`config.mk`:
```
export PLATFORM = sky130hd
export DESIGN_NAME = card_shoe
export DESIGN_NICKNAME = d
export VERILOG_FILES = /design/src/rtl/card_shoe_pkg.sv /design/src/rtl/card_shoe_lfsr16.sv /design/src/rtl/card_shoe.sv
export SDC_FILE = /design/constraint.sdc
export NUM_CORES = 1
export LEC_CHECK = 0
export BUFFER_PORTS_ARGS = -buffer_cell sky130_fd_sc_hd__buf_2
export CORE_AREA = 4 4 251 253
export CTS_BUF_LIST = sky130_fd_sc_hd__clkbuf_8
export DETAILED_ROUTE_END_ITERATION = 10
export DIE_AREA = 0 0 255 257
export HOLD_SLACK_MARGIN = 0.1
export PLACE_DENSITY_LB_ADDON = 0.25
export SYNTH_ARGS = -nofsm -noshare
export SYNTH_HDL_FRONTEND = slang
export SYNTH_HIERARCHICAL = 1
export SYNTH_SLANG_ARGS = --single-unit
```
`constraint.sdc`:
```
create_clock -name clk -period 3.4 [get_ports clk]
set_input_delay 0.17 -clock clk [delete_from_list [all_inputs] [get_ports clk]]
set_output_delay 0.17 -clock clk [all_outputs]
set_load 0.05 [all_outputs]
```
`src/rtl/card_shoe_pkg.sv`:
```
// Shared constants and helpers for the card shoe: deck geometry, FSM encoding, LFSR taps.
package card_shoe_pkg;

    typedef logic [3:0] card_t;

    localparam int unsigned DECK_SIZE = 52;
    localparam logic [5:0]  DECK_LAST = 6'd51;
    localparam logic [5:0]  DECK_FULL = 6'd52;

    localparam logic [1:0] FILL    = 2'd0;
    localparam logic [1:0] SHUFFLE = 2'd1;
    localparam logic [1:0] READY   = 2'd2;

    // x^16 + x^14 + x^13 + x^11
    localparam logic [15:0] LFSR_TAPS = 16'hB400;

    localparam card_t CARD_MAX = 4'd10;
    localparam card_t RANK_MAX = 4'd13;

    // Face cards count as ten.
    function automatic card_t card_of_rank(input card_t rank);
        return (rank > CARD_MAX) ? CARD_MAX : rank;
    endfunction

endpackage

```
`src/rtl/card_shoe_lfsr16.sv`:
```
// 16-bit Fibonacci LFSR; a zero seed is forced to 1 so the register can never lock up.
module lfsr16
    import card_shoe_pkg::*;
(
    input  logic        clk,
    input  logic        rst,
    input  logic [15:0] seed,
    output logic [15:0] state
);

    logic [15:0] state_q;

    always_ff @(posedge clk) begin
        if (!rst) begin
            state_q <= (seed == 16'h0000) ? 16'h0001 : seed;
        end else begin
            state_q <= {state_q[14:0], ^(state_q & LFSR_TAPS)};
        end
    end

    assign state = state_q;

endmodule

```
`src/rtl/card_shoe.sv`:
```
// 52-card shoe: fills a deck, Fisher-Yates shuffles it from an LFSR, then deals one card per request.
module card_shoe
    import card_shoe_pkg::*;
#(
    parameter logic [15:0] SEED      = 16'hACE1,
    parameter int unsigned LOW_WATER = 15
) (
    input  logic       clk,
    input  logic       rst,
    input  logic       shuffle_req,
    input  logic       deal_req,
    output logic       card_valid,
    output logic [3:0] card_val,
    output logic       ready,
    output logic       low,
    output logic [5:0] cards_left
);

    localparam logic [5:0] LOW_WATER_W = 6'(LOW_WATER);

    logic [15:0] lfsr;
    logic        lfsr_unused;
    logic [5:0]  r;

    logic [1:0] state_q, state_d;
    logic [5:0] k_q, k_d;
    logic [5:0] i_q, i_d;
    logic [5:0] ptr_q, ptr_d;
    card_t      rank_q, rank_d;
    logic [5:0] cards_left_q, cards_left_d;
    logic       ready_q, ready_d;
    logic       low_q, low_d;
    logic       card_valid_q, card_valid_d;
    card_t      card_val_q, card_val_d;

    logic       fill_we;
    logic       swap_en;
    card_t      deck [DECK_SIZE];

    lfsr16 u_lfsr (
        .clk   (clk),
        .rst   (rst),
        .seed  (SEED),
        .state (lfsr)
    );

    assign r           = lfsr[5:0];
    assign lfsr_unused = ^lfsr[15:6];

    always_comb begin
        state_d      = state_q;
        k_d          = k_q;
        i_d          = i_q;
        ptr_d        = ptr_q;
        rank_d       = rank_q;
        cards_left_d = cards_left_q;
        ready_d      = ready_q;
        card_valid_d = 1'b0;
        card_val_d   = card_val_q;
        fill_we      = 1'b0;
        swap_en      = 1'b0;

        unique case (state_q)
            FILL: begin
                fill_we = 1'b1;
                k_d     = k_q + 6'd1;
                rank_d  = (rank_q == RANK_MAX) ? 4'd1 : rank_q + 4'd1;
                if (k_q == DECK_LAST) begin
                    k_d     = 6'd0;
                    i_d     = DECK_LAST;
                    state_d = SHUFFLE;
                end
            end
            SHUFFLE: begin
                // Draws above i are rejected rather than reduced, keeping the shuffle unbiased.
                if (r <= i_q) begin
                    swap_en = 1'b1;
                    i_d     = i_q - 6'd1;
                    if (i_q == 6'd1) begin
                        state_d      = READY;
                        ptr_d        = 6'd0;
                        cards_left_d = DECK_FULL;
                        ready_d      = 1'b1;
                    end
                end
            end
            READY: begin
                if (shuffle_req) begin
                    state_d      = FILL;
                    k_d          = 6'd0;
                    rank_d       = 4'd1;
                    ready_d      = 1'b0;
                    cards_left_d = 6'd0;
                end else if (deal_req && (cards_left_q != 6'd0)) begin
                    card_valid_d = 1'b1;
                    card_val_d   = deck[ptr_q];
                    ptr_d        = ptr_q + 6'd1;
                    cards_left_d = cards_left_q - 6'd1;
                end
            end
            default: begin
                state_d = FILL;
                k_d     = 6'd0;
                rank_d  = 4'd1;
            end
        endcase

        low_d = ready_d && (cards_left_d < LOW_WATER_W);
    end

    always_ff @(posedge clk) begin
        if (!rst) begin
            state_q      <= FILL;
            k_q          <= 6'd0;
            i_q          <= 6'd0;
            ptr_q        <= 6'd0;
            rank_q       <= 4'd1;
            cards_left_q <= 6'd0;
            ready_q      <= 1'b0;
            low_q        <= 1'b0;
            card_valid_q <= 1'b0;
            card_val_q   <= 4'd0;
        end else begin
            state_q      <= state_d;
            k_q          <= k_d;
            i_q          <= i_d;
            ptr_q        <= ptr_d;
            rank_q       <= rank_d;
            cards_left_q <= cards_left_d;
            ready_q      <= ready_d;
            low_q        <= low_d;
            card_valid_q <= card_valid_d;
            card_val_q   <= card_val_d;
        end
    end

    // Deck contents need no reset: FILL rewrites every slot before it is read.
    always_ff @(posedge clk) begin
        if (rst) begin
            if (fill_we) begin
                deck[k_q] <= card_of_rank(rank_q);
            end else if (swap_en) begin
                deck[i_q] <= deck[r];
                deck[r]   <= deck[i_q];
            end
        end
    end

    assign card_valid = card_valid_q;
    assign card_val   = card_val_q;
    assign ready      = ready_q;
    assign low        = low_q;
    assign cards_left = cards_left_q;

endmodule

```
; Word-level counts from Yosys, hierarchy flattened
; Memory sizes are Yosys's and may differ from the RTL's. A register that Yosys moved wholly into a read port is not among the register bits.
; Index checks and enable logic that the tools add are counted.
[word_totals]
regBits = 49
latchBits = 0
mem_bits_rw = 208
romBits = 0
in_bits = 4
output_inout_bits = 13
elab_cells = 95
mem_count = 1
[op_classes]
addsub = 5
n_mul = 0
div = 0
order_cmp = 3
eq_ne = 11
shift = 0
muxes = 46
bitwise = 4
n_reduce_logical = 15
[memory_table]
columns = memory, depth, word_bits, read_ports, rd_clocked_by_memory_dff, write_ports, line_no
row1 = deck, 52, 4, 3, 3, 2, card_shoe.sv:38  ; card_t deck [DECK_SIZE];
[op_table]
columns = op, n
row1 = $mux 6, 16
row2 = $pmux 6 s2, 3
row3 = $pmux 6 s3, 1
row4 = $mux 4, 4
row5 = $reduce_xor 16->1, 1
row6 = $mux 1, 15
row7 = $add 6x1->6 const B, 2
row8 = $ne 2x2->1 const B, 6
row9 = $pmux 4 s3, 1
row10 = $sub 6x1->6 const B, 2
row11 = $mux 2, 4
row12 = $eq 6x1->1 const B, 1
row13 = $eq 6x6->1 const B, 1
row14 = $le 6x6->1, 1
row15 = $lt 6x4->1 const B, 1
row16 = $pmux 2 s3, 1
row17 = $reduce_and 3->1, 2
row18 = $reduce_bool 6->1, 1
row19 = $reduce_and 5->1, 1
row20 = $add 4x1->4 const B, 1
row21 = $eq 4x4->1 const B, 1
row22 = $gt 4x4->1 const B, 1
row23 = $not 1->1, 4
row24 = $reduce_and 4->1, 1
row25 = 10 further kinds, 12

; Logic depth before layout (Yosys ltp)
; Gate-level depths: netlist (run 1).
[logic_depth]
word_depth = 9
ltp_mapped = 14

; By module
; The synthesis (run 1) kept the hierarchy.
[modules_own_cells]
columns = module, instances, cells_each, area_per_inst_um2, seq_area_each_um2
row1 = card_shoe, 1, 1404, 17443.0, 7106.8
row2 = lfsr16, 1, 43, 580.6, 320.3

; Least setup slack after synthesis (run 1)
; Ideal clock, no wire load.
[synth_timing]
path_kind = register to register
from = reg u_lfsr.state_q[0], in the netlist u_lfsr/state[0]
to = mem deck[28][0] (netlist bit) (enable)
t_arrival_ns = 2.804
path_slack_ns = 0.234
stages_incl_launch_ff = 11
n_path_buf = 3
synth_period_minus_slack_ns = 3.166
path_cell_list = dfxtp_1 > buf_4 > buf_4 > inv_1 > buf_2 > ha_1 > and4_1 > a31oi_1 > nor2_1 > o31a_1 > o21ai_0
[synth_rtl]
columns = item, line_no
row1 = start: declaration, card_shoe_lfsr16.sv:11  ; logic [15:0] state_q;
row2 = start signal: assignment, card_shoe_lfsr16.sv:15  ; state_q <= (seed == 16'h0000) ? 16'h0001 : seed;
row3 = start signal: assignment, card_shoe_lfsr16.sv:17  ; state_q <= {state_q[14:0], ^(state_q & LFSR_TAPS)};
row4 = end: declaration, card_shoe.sv:38

==> run_results.csv, run 1 <==
group,metric,value,unit
placement,placed_area,19820,um^2
outcome,status,"complete, no violations",
setup_path,critPathMaxFanout,67,
global_routing,grt_max_degree,68,
synthesis,synth_seq_area_share,41.21,%
setup_path,reg2reg_to,"deck[26][1]$_DFFE_PP_",
sta,rsz0062_at_grt,"false",
hold_path,hold_start,"rst",
clock_tree,cts_root_buffer,"clkbuf_8",
synthesis,synth-async-reset-ratio,0,%
floorplan,dieArea,65540,um^2
routing,wl_met1,28.58,mm
global_routing,antenna_found_initial,1,
floorplan,core_area,61030,um^2
sta,fin_tns_setup,0,ns
routing,finalWirelength,71.45,mm
setup_path,r2r-start,"u_lfsr/state[2]$_DFF_P_",
synthesis,synth_cells,1447,
setup_path,ff2ff_setup_slack,0.15,ns
clock_tree,cts_max_level,2,
floorplan,fp.dieH,257,um
clock_tree,clock-sinks,267,
clock_tree,path_clk_slew,0.06,ns
sta,finalHoldViolCount,0,
power,static-leakage-power,0.006818,uW
synthesis,synth-xor-area-share,0.7289,%
sta,finalSetupViolCount,0,
sta,slew-limit-headroom,29.87,%
placement,place_inst,2284,
synthesis,syn_avg_cell_area,12.46,um^2
floorplan,fp-row-count,91,
placement,dp_hpwl,51.51,mm
floorplan,io_pins,17,
power,p_per_area,405.9,nW/um^2
clock_tree,clockBufferDepth,3,
power,worst_ir_drop_vdd,0.2546,mV
routing,dr.max_layer_used,"met4",
global_routing,grt_use_total,21.43,%
setup_path,start_kind,"flip-flop",
sta,fmax,307.5,MHz
synthesis,synth_top_cells_by_count,"252 x mux2i_1, 208 x edfxtp_1, 131 x mux4_2",
clock_tree,insertion_delay,0.65,ns
routing,wl_per_cell,30.11,um
sta,layout_min_cycle_time,3.252,ns
final_layout,areaGrowthSynthToFinish,15.53,%
setup_path,cp.arrival,3.60,ns
global_routing,grt_pass1_vias,14100,
routing,route.detailed.drc,0,
synthesis,syn-cell-area,18020,um^2
routing,viasPerCell,6.024,
power,fin_total_pwr,8452,uW
final_layout,design_area,20820,um^2
setup_path,rr_worst_depth,8,
setup_path,end_kind,"flip-flop",
routing,vias,14300,
synthesis,synth-simple-area-share,8.518,%
synthesis,synth_warnings,6,
synthesis,synth_top_family_by_area,"multiplexers",
routing,drt_iter0_drc,1474,
synthesis,synth_compound_area_share,10.54,%
floorplan,die_w,255,um
hold_path,min_path_type,"input port to flip-flop",
synthesis,synthTopCellsByArea,"edfxtp_1 35%, mux4_2 16%, mux2i_1 14%",
hold_path,whs_endpoint,"rank_q[0]$_SDFFE_PN1P_",
placement,gp_congestion,1.004,
synthesis,synth_top_flop_cell,"edfxtp_1",
routing,wl_met2,32.30,mm
routing,wl_met3,6.654,mm
synthesis,ys_seq_elements,267,
synthesis,yosysTopAreaCell,"edfxtp_1",
setup_path,cp.required,3.74,ns
hold_path,hold-path-cell-count,3,
floorplan,start_util,29.53,%
synthesis,synthMuxAreaShare,33.43,%
final_layout,nNetsFinal,1568,
sta,skew,0.03198,ns
synthesis,synth_edf_count,208,
final_layout,drive_above_1_share,27.50,%
sta,tightest_slew,1.050,ns
synthesis,synth_adder_area_share,1.041,%
placement,io_buffers,16,
job,drv_cap,0,
clock_tree,cts_buffers,48,
sta,fin_crit_sh,95.63,%
routing,drtAntennaViolNets,0,
clock_tree,cts_tree,"built",
synthesis,synth.most_common_cell,"mux2i_1",
final_layout,final_cells,2373,
sta,finalMaxSlewViolations,0,
setup_path,crit_type,"flip-flop to flip-flop",
global_routing,grt_pass1_wl,102.9,mm
global_routing,grt-ovfl-total,0,
synthesis,yosysTopAreaCellShare,34.65,%
synthesis,synthDistinctLibCells,82,
routing,dr.pass1.iters,7,
==> layout by cell type (no fill, tap or decap), types with 13 or more instances in the layout <==
cell / instances
nor2b_1: 28
a21oi_1: 19
inv_1: 34
mux2i_1: 252
buf_2: 16
edfxtp_1: 208
dfxtp_1: 52
o22ai_1: 43
nand2b_1: 14
clkbuf_8: 52
nand3_1: 24
nand2_1: 62
conb_1: 32
buf_4: 119
buf_12: 21
o21ai_0: 40
ha_1: 15
nand4_1: 13
mux4_2: 131
a22oi_1: 21
nor2_1: 78
mux2_2: 37
==> where the power goes <==
| part | internal [uW] | total (uW) | switching, uW |
|---|---|---|---|
| Combinational | 648 | 1770 | 1120 |
| Sequential | 3630 | 3690 | 53.8 |
| Clock | 1550 | 3000 | 1450 |
==> state kept, by name, indices dropped and copies added, names as in the netlist, 4 cells and up, named ones only <==
| name | count |
|---|---|
| k_q | 6 |
| card_val | 4 |
| cards_left | 6 |
| deck | 208 |
| i_q | 6 |
| ptr_q | 6 |
| u_lfsr/state | 16 |
| rank_q | 4 |
==> logic make-up after synthesis <==
kind of cell             count (synthesis)
AO/OA/AOI/OAI                          261
XOR/XNOR                                15
adder cells (fa/ha/maj)                 15
buffers and inverters                  160
flip-flops                             267
multiplexers                           430
other                                    2
AND/OR/NAND/NOR                        297
==> routing by layer <==
layer,global-route usage [%],vias up
met5,0,-
met4,10.03,0
met3,4.912,170
met2,33.05,797
met1,28.62,7355
li1,-,5974
==> metrics by stage <==
step	utilization [%]	hold slack, ns	worst slack (ns)
floorplan	-	0.4328	0.2341
global placement	32.48	0.4350	-0.2331
detailed placement	32.48	0.4526	-0.3180
CTS	34.05	0.4049	0.03703
global route	34.12	0.4600	0.005730
finish	34.12	0.4305	0.1484
==> worst max-delay path: stages, from the launching register on <==
cell and delay, ns:
dfxtp_2 0.36, buf_12 0.30, mux2_2 0.39, a221oi_1 0.26, o22ai_1 0.18, a2111o_1 0.48
o31ai_4 0.34, buf_4 0.37, mux2i_1 0.15
==> what timing repair did <==
action / 4_1_cts / 5_1_grt
setup endpoints to repair: 56 / 116
cloned: 0 / 0
hold buffers: 3 / 0
pin swaps: 0 / 1
setup buffers: 0 / 2
gates resized for setup: 5 / 7
hold endpoints to repair: 17 / 0
==> area by class of cell <==
| cell class | count | area [um^2] |
|---|---|---|
| fill | 6044 | 40210 |
| multi-input combinational | 1050 | 9982 |
| sequential | 267 | 7443 |
| timing repair buffer | 159 | 1424 |
| tap | 790 | 988.4 |
| clock buffer | 52 | 715.7 |
| clock inverter | 31 | 180.2 |
| inverter | 23 | 86.33 |
| antenna | 1 | 2.502 |
==> worst max-delay path by stage <==
stage / start / end / depth (start not counted)
finish: u_lfsr/state[2]$_DFF_P_ / deck[26][1]$_DFFE_PP_ / 8
global route: i_q[5]$_SDFFE_PN0P_ / deck[36][0]$_DFFE_PP_ / 10
CTS: i_q[5]$_SDFFE_PN0P_ / deck[35][2]$_DFFE_PP_ / 11
detailed placement: i_q[5]$_SDFFE_PN0P_ / deck[35][2]$_DFFE_PP_ / 11
global placement: i_q[5]$_SDFFE_PN0P_ / deck[35][0]$_DFFE_PP_ / 11
floorplan: u_lfsr/state[0]$_DFF_P_ / deck[28][0]$_DFFE_PP_ / 10
No activity file was read; power rests on OpenSTA's default activity.
==> run 2, diff against run 1 <==
--- a/config.mk
+++ b/config.mk
@@ -6,10 +6,10 @@
 export NUM_CORES = 1
 export LEC_CHECK = 0
 export BUFFER_PORTS_ARGS = -buffer_cell sky130_fd_sc_hd__buf_2
-export CORE_AREA = 4 4 251 253
+export CORE_AREA = 4 4 179 181
 export CTS_BUF_LIST = sky130_fd_sc_hd__clkbuf_8
 export DETAILED_ROUTE_END_ITERATION = 10
-export DIE_AREA = 0 0 255 257
+export DIE_AREA = 0 0 183 185
 export HOLD_SLACK_MARGIN = 0.1
 export PLACE_DENSITY_LB_ADDON = 0.25
 export SYNTH_ARGS = -nofsm -noshare
==> run_results.csv, run 2 (synthesized netlist as in run 1, its figures left out) <==
group,metric,value,unit
global_routing,grt_util_met3,11.23,%
outcome,status,"complete, no violations",
placement,io_buffers,16,
sta,tightest_slew,1.057,ns
setup_path,crit_type,"flip-flop to flip-flop",
floorplan,dieArea,33860,um^2
power,fin_total_pwr,8235,uW
clock_tree,path_clk_slew,0.06,ns
power,p_per_area,410.5,nW/um^2
setup_path,critical_path_buf_inv_count,3,
sta,fin_crit_sh,98.37,%
global_routing,global_route.usage.met2,55.30,%
global_routing,grt-ovfl-total,0,
sta,fin_tns_setup,0,ns
routing,viasPerCell,7.396,
setup_path,crit_chain,"buf_12 > buf_4 > nor2b_1 > a221oi_1 > o22ai_1 > a32oi_1 > a41o_2 > buf_4 > mux2i_1",
clock_tree,insertion_delay,0.59,ns
clock_tree,cts_max_level,2,
floorplan,start_util,59.23,%
sta,whs,0.1609,ns
hold_path,min_path_type,"input port to flip-flop",
floorplan,core_area,30430,um^2
floorplan,fp.dieH,185,um
floorplan,fp-row-count,64,
final_layout,nNetsFinal,1546,
final_layout,nFillCells,2322,
clock_tree,cts_buffers,46,
floorplan,io_pins,17,
setup_path,cp_top_family,"compound AO/OA/AOI/OAI gates",
global_routing,grt_max_degree,64,
clock_tree,cts_tree,"built",
global_routing,antenna_found_initial,1,
clock_tree,clock-sinks,267,
setup_path,critical_path.max_stage_delay,0.68,ns
global_routing,busiest_layer,"met2",
global_routing,grt_use_total,37.11,%
sta,layout_min_cycle_time,3.345,ns
floorplan,die_w,183,um
clock_tree,clockBufferDepth,3,
final_layout,drive_above_1_share,26.71,%
routing,drtAntennaViolNets,0,
global_routing,grt_pass1_wl,93.30,mm
clock_tree,cts_root_buffer,"clkbuf_8",
routing,finalWirelength,63.24,mm
sta,skew,0.03139,ns
setup_path,cp.arrival,3.75,ns
final_layout,largest_reg_flops,208,
setup_path,cp_common_cell,"buf_4",
routing,dr.pass1.iters,8,
sta,slew-limit-headroom,29.25,%
global_routing,grt_pass1_vias,14050,
sta,finalSetupViolCount,0,
setup_path,start_kind,"flip-flop",
setup_path,slowest_stage,"nor2b_1",
routing,route.detailed.drc,0,
routing,wl_per_cell,32.30,um
job,drv_cap,0,
final_layout,areaGrowthSynthToFinish,11.31,%
final_layout,final_common_cell,"mux2i_1",
setup_path,end_kind,"flip-flop",
sta,finalHoldViolCount,0,
final_layout,top_register,"deck",
routing,drt_iter0_drc,2449,
power,worst_ir_drop_vdd,0.3132,mV
placement,dp_hpwl,45.70,mm
sta,finalMaxSlewViolations,0,
setup_path,critPathMaxFanout,44,
setup_path,cp.required,3.81,ns
sta,fmax,299.0,MHz
routing,vias,14480,
power,static-leakage-power,0.006677,uW
placement,gp_congestion,1.079,
global_routing,gr-usage-met1,50.51,%
final_layout,layout_common_cells,"250 x mux2i_1, 208 x edfxtp_1, 131 x mux4_2, 107 x buf_4, 79 x nor2_1",
[run 2: cell types whose count changed in the layout (fill, tap and decap cells not counted), moves of 2 or more]
cell | before | now
buf_4 | 119 | 107
buf_12 | 21 | 14
clkinv_1 | 10 | 4
inv_1 | 34 | 37
clkbuf_8 | 52 | 50
clkinv_2 | 6 | 8
inv_8 | 0 | 2
mux2i_1 | 252 | 250
mux2i_2 | 5 | 7
[run 2: worst reg2reg max path: stages (launching register included)]
cell and delay (ns):
dfxtp_2 0.35, buf_12 0.27, buf_4 0.29, nor2b_1 0.69, a221oi_1 0.22, o22ai_1 0.37
a32oi_1 0.20, a41o_2 0.31, buf_4 0.24, mux2i_1 0.24
[run 2: final cells by class]
cell class                      instances  area [um^2]  area share [%]
Multi-Input combinational cell       1050         9960           49.64
Sequential cell                       267         7443           37.10
Timing Repair Buffer                  139         1184           5.900
Clock buffer                           50        688.2           3.430
Tap cell                              396        495.5           2.470
Clock inverter                         32        202.7           1.010
Inverter                               23        86.33          0.4303
Antenna cell                            1        2.502         0.01247
[run 2: final timing paths]
check | start | slack (ns) | to | cells after the start
worst max-delay path | u_lfsr/state[2]$_DFF_P_ | 0.06 | deck[17][0]$_DFFE_PP_ | 9
worst min-delay path | shuffle_req | 0.16 | state_q[0]$_SDFFE_PN0P_ | 4
worst max register to register | u_lfsr/state[2]$_DFF_P_ | 0.06 | deck[17][0]$_DFFE_PP_ | 9
worst min register to register | u_lfsr/state[9]$_DFF_P_ | 0.46 | u_lfsr/state[10]$_DFF_P_ | 1
[run 2: report_power, final]
part	internal, uW	switching (uW)
Clock	1520	1350
Combinational	617	1050
Sequential	3630	63.7
Total	5770	2470
[run 2: through the flow]
step	cells	worst slack (ns)	cell area [um^2]	util [%]
finish	1958	0.05546	20060	65.93
global route	1958	-0.05819	20060	65.93
global placement	1873	0.06086	19110	62.82
CTS	1957	0.004180	20030	65.83
detailed placement	1873	-0.08024	19110	62.82
floorplan	1477	0.2341	18140	-
[run 2: timing repair]
item,CTS,global route
hold buffers,2,0
endpoints found under the hold margin,10,0
buffers inserted,0,0
cloned,0,0
gates resized for setup,1,8
setup endpoints to repair,12,88
[run 2: metal layers]
layer	vias to the layer above	wire (um)
li1	5940	-
met1	7079	23430
met2	1190	27520
met3	273	8618
met4	0	3660
met5	-	0
==> run 3, diff against run 2 <==
--- a/config.mk
+++ b/config.mk
@@ -6,13 +6,12 @@
 export NUM_CORES = 1
 export LEC_CHECK = 0
 export BUFFER_PORTS_ARGS = -buffer_cell sky130_fd_sc_hd__buf_2
-export CORE_AREA = 4 4 179 181
+export CORE_AREA = 4 4 175 177
 export CTS_BUF_LIST = sky130_fd_sc_hd__clkbuf_8
 export DETAILED_ROUTE_END_ITERATION = 10
-export DIE_AREA = 0 0 183 185
+export DIE_AREA = 0 0 179 181
 export HOLD_SLACK_MARGIN = 0.1
 export PLACE_DENSITY_LB_ADDON = 0.25
 export SYNTH_ARGS = -nofsm -noshare
 export SYNTH_HDL_FRONTEND = slang
-export SYNTH_HIERARCHICAL = 1
 export SYNTH_SLANG_ARGS = --single-unit
==> run_results.csv, run 3 <==
group,metric,value,unit
global_routing,grt_max_degree,43,
final_layout,final-seq-area,7441,um^2
sta,layout_min_cycle_time,3.259,ns
setup_path,cp.arrival,3.50,ns
synthesis,synth_cells,1501,
placement,gp_congestion,1.062,
setup_path,crit_type,"flip-flop to flip-flop",
synthesis,synth-simple-area-share,10.57,%
final_layout,final_common_cell,"mux2i_1",
synthesis,synth-async-reset-ratio,0,%
routing,drt_iter0_drc,2486,
final_layout,areaGrowthSynthToFinish,11.53,%
final_layout,drive_above_1_share,23.56,%
clock_tree,post_cts_buffers,0,
setup_path,critical_path.max_stage_delay,0.48,ns
outcome,status,"complete, no violations",
floorplan,start_util,60.66,%
floorplan,core_area,29240,um^2
synthesis,synth_warnings,0,
routing,dr.pass1.iters,7,
synthesis,synth.most_common_cell,"mux2i_1",
setup_path,end_kind,"flip-flop",
sta,rsz0062_at_grt,"true",
routing,route.detailed.drc,0,
setup_path,critPathMaxFanout,12,
synthesis,synth_compound_area_share,10.86,%
synthesis,synth_top_cells_by_count,"230 x mux2i_1, 208 x edfxtp_1, 116 x nand2_1",
power,p_per_area,388.7,nW/um^2
global_routing,grt-ovfl-total,0,
sta,whs,0.1492,ns
synthesis,synth-xor-area-share,0.7900,%
placement,place_inst,1899,
setup_path,critical_path_buf_inv_count,1,
sta,finalMaxSlewViolations,0,
synthesis,yosysTopAreaCell,"edfxtp_1",
routing,vias,14810,
final_layout,nFillCells,2229,
synthesis,synthTopCellsByArea,"edfxtp_1 35%, mux4_2 14%, mux2i_1 13%",
clock_tree,cts_max_level,2,
clock_tree,cts_tree,"built",
synthesis,synthMuxAreaShare,30.27,%
routing,drtAntennaViolNets,0,
floorplan,fp.dieH,181,um
global_routing,grt_pass1_vias,14410,
synthesis,syn-cell-area,17740,um^2
clock_tree,insertion_delay,0.60,ns
final_layout,largest_reg_flops,208,
setup_path,start_kind,"flip-flop",
sta,finalHoldViolCount,0,
clock_tree,clockBufferDepth,3,
global_routing,antenna_found_initial,4,
final_layout,final_cells,1984,
sta,fmax,306.8,MHz
synthesis,synth_nets,1520,
power,worst_ir_drop_vdd,0.3489,mV
synthesis,syn_avg_cell_area,11.82,um^2
clock_tree,path_clk_slew,0.06,ns
final_layout,layout_common_cells,"230 x mux2i_1, 208 x edfxtp_1, 116 x buf_4, 115 x nand2_1, 109 x mux4_2",
routing,finalWirelength,65.25,mm
job,drv_cap,0,
synthesis,synth_top_flop_cell,"edfxtp_1",
routing,wl_per_cell,32.89,um
synthesis,synth_seq_area_share,41.87,%
clock_tree,cts_buffers,46,
synthesis,synth_adder_area_share,1.058,%
clock_tree,cts_root_buffer,"clkbuf_8",
floorplan,die_w,179,um
hold_path,min_path_type,"input port to flip-flop",
setup_path,slowest_stage,"o21ai_1",
setup_path,crit_chain,"inv_1 > ha_1 > a211oi_1 > nor2_1 > o31ai_2 > nand2_1 > o41ai_1 > nand2_1 > o21ai_1",
setup_path,cp_common_cell,"nand2_1",
placement,dp_hpwl,47.41,mm
power,static-leakage-power,0.007864,uW
synthesis,ys_seq_elements,267,
synthesis,synthDistinctLibCells,75,
clock_tree,clock-sinks,267,
final_layout,final_core_util,67.66,%
floorplan,fp-row-count,63,
sta,skew,0.03091,ns
final_layout,nNetsFinal,1578,
synthesis,synth_edf_count,208,
synthesis,yosysTopAreaCellShare,35.21,%
sta,finalSetupViolCount,0,
floorplan,dieArea,32400,um^2
global_routing,grt_use_total,40.19,%
final_layout,multi_input_area,9564,um^2
sta,tightest_slew,1.113,ns
setup_path,cp_top_family,"compound AO/OA/AOI/OAI gates",
floorplan,io_pins,17,
global_routing,grt_pass1_wl,95.47,mm
routing,viasPerCell,7.463,
sta,fin_crit_sh,95.87,%
placement,io_buffers,16,
setup_path,cp.required,3.64,ns
synthesis,synth_top_family_by_area,"multiplexers",
final_layout,top_register,"deck",
sta,slew-limit-headroom,25.70,%
## run 3: changes by cell type after synthesis, moves of 12 or more
cell / previous run / this run
a22oi_1: 24 / 36
mux2i_1: 252 / 230
mux4_2: 131 / 109
nand2_1: 62 / 116
nand3_1: 26 / 55
nor2_1: 80 / 65
nor3_1: 9 / 28
o21ai_0: 42 / 98
o22ai_1: 44 / 16
## run 3: worst reg2reg max path, stage by stage, from the launching register on
cell	delay [ns]
dfxtp_1	0.33
inv_1	0.09
ha_1	0.30
a211oi_1	0.23
nor2_1	0.11
o31ai_2	0.26
nand2_1	0.32
o41ai_1	0.39
nand2_1	0.41
o21ai_1	0.48
## run 3: layer usage
| layer | up-vias | global-route usage (%) | routed length [um] |
|---|---|---|---|
| met4 | 6 | 22.11 | 4655 |
| met3 | 315 | 12.81 | 9359 |
| met2 | 1259 | 57.75 | 27990 |
| met1 | 7166 | 54.24 | 23200 |
| met5 | - | 0 | 41 |
| li1 | 6060 | - | - |
## run 3: path summary, 6_finish.rpt
kind,from,depth (start not counted),slack (ns),end
max,i_q[3]$_SDFFE_PN0P_,9,0.14,deck[47][3]$_DFFE_PP_
min,shuffle_req,4,0.15,cards_left[1]$_SDFF_PN0_
max reg2reg,i_q[3]$_SDFFE_PN0P_,9,0.14,deck[47][3]$_DFFE_PP_
min reg2reg,u_lfsr.state[6]$_SDFF_PN1_,1,0.41,u_lfsr.state[7]$_SDFF_PN1_
## run 3: kinds of logic after synthesis
group	Yosys count
buffers and inverters	159
AND/OR/NAND/NOR	379
AO/OA/AOI/OAI	285
flip-flops	267
adder cells (fa/ha/maj)	15
XOR/XNOR	16
multiplexers	380
## run 3: through the flow
step	worst slack (ns)	instance area (um^2)	TNS, ns	total power, uW
floorplan	0.2483	17740	0	4298
global placement	0.1570	18830	0	4705
detailed placement	0.02977	18830	0	4716
CTS	0.02887	19760	0	7653
global route	-0.01848	19780	-0.1142	7892
finish	0.1405	19790	0	7691
## run 3: area by class of cell
cell class	count	area share, %
Clock buffer	48	3.339
Inverter	18	0.3415
Sequential cell	267	37.61
Tap cell	390	2.466
Timing Repair Buffer	151	6.627
Multi-Input combinational cell	1075	48.34
Clock inverter	33	1.252
Antenna cell	2	0.02530
## run 3: where the power goes
part | switching (uW) | leakage (uW) | internal (uW)
Sequential | 35.4 | 0.00243 | 3560
Combinational | 711 | 0.00492 | 390
Clock | 1380 | 0.000513 | 1610
Total | 2130 | 0.00786 | 5560
## run 3: repair_timing
item,4_1_cts,5_1_grt
resized for setup,0,28
hold endpoints to repair,4,0
setup endpoints to repair,0,124
hold buffers,2,0
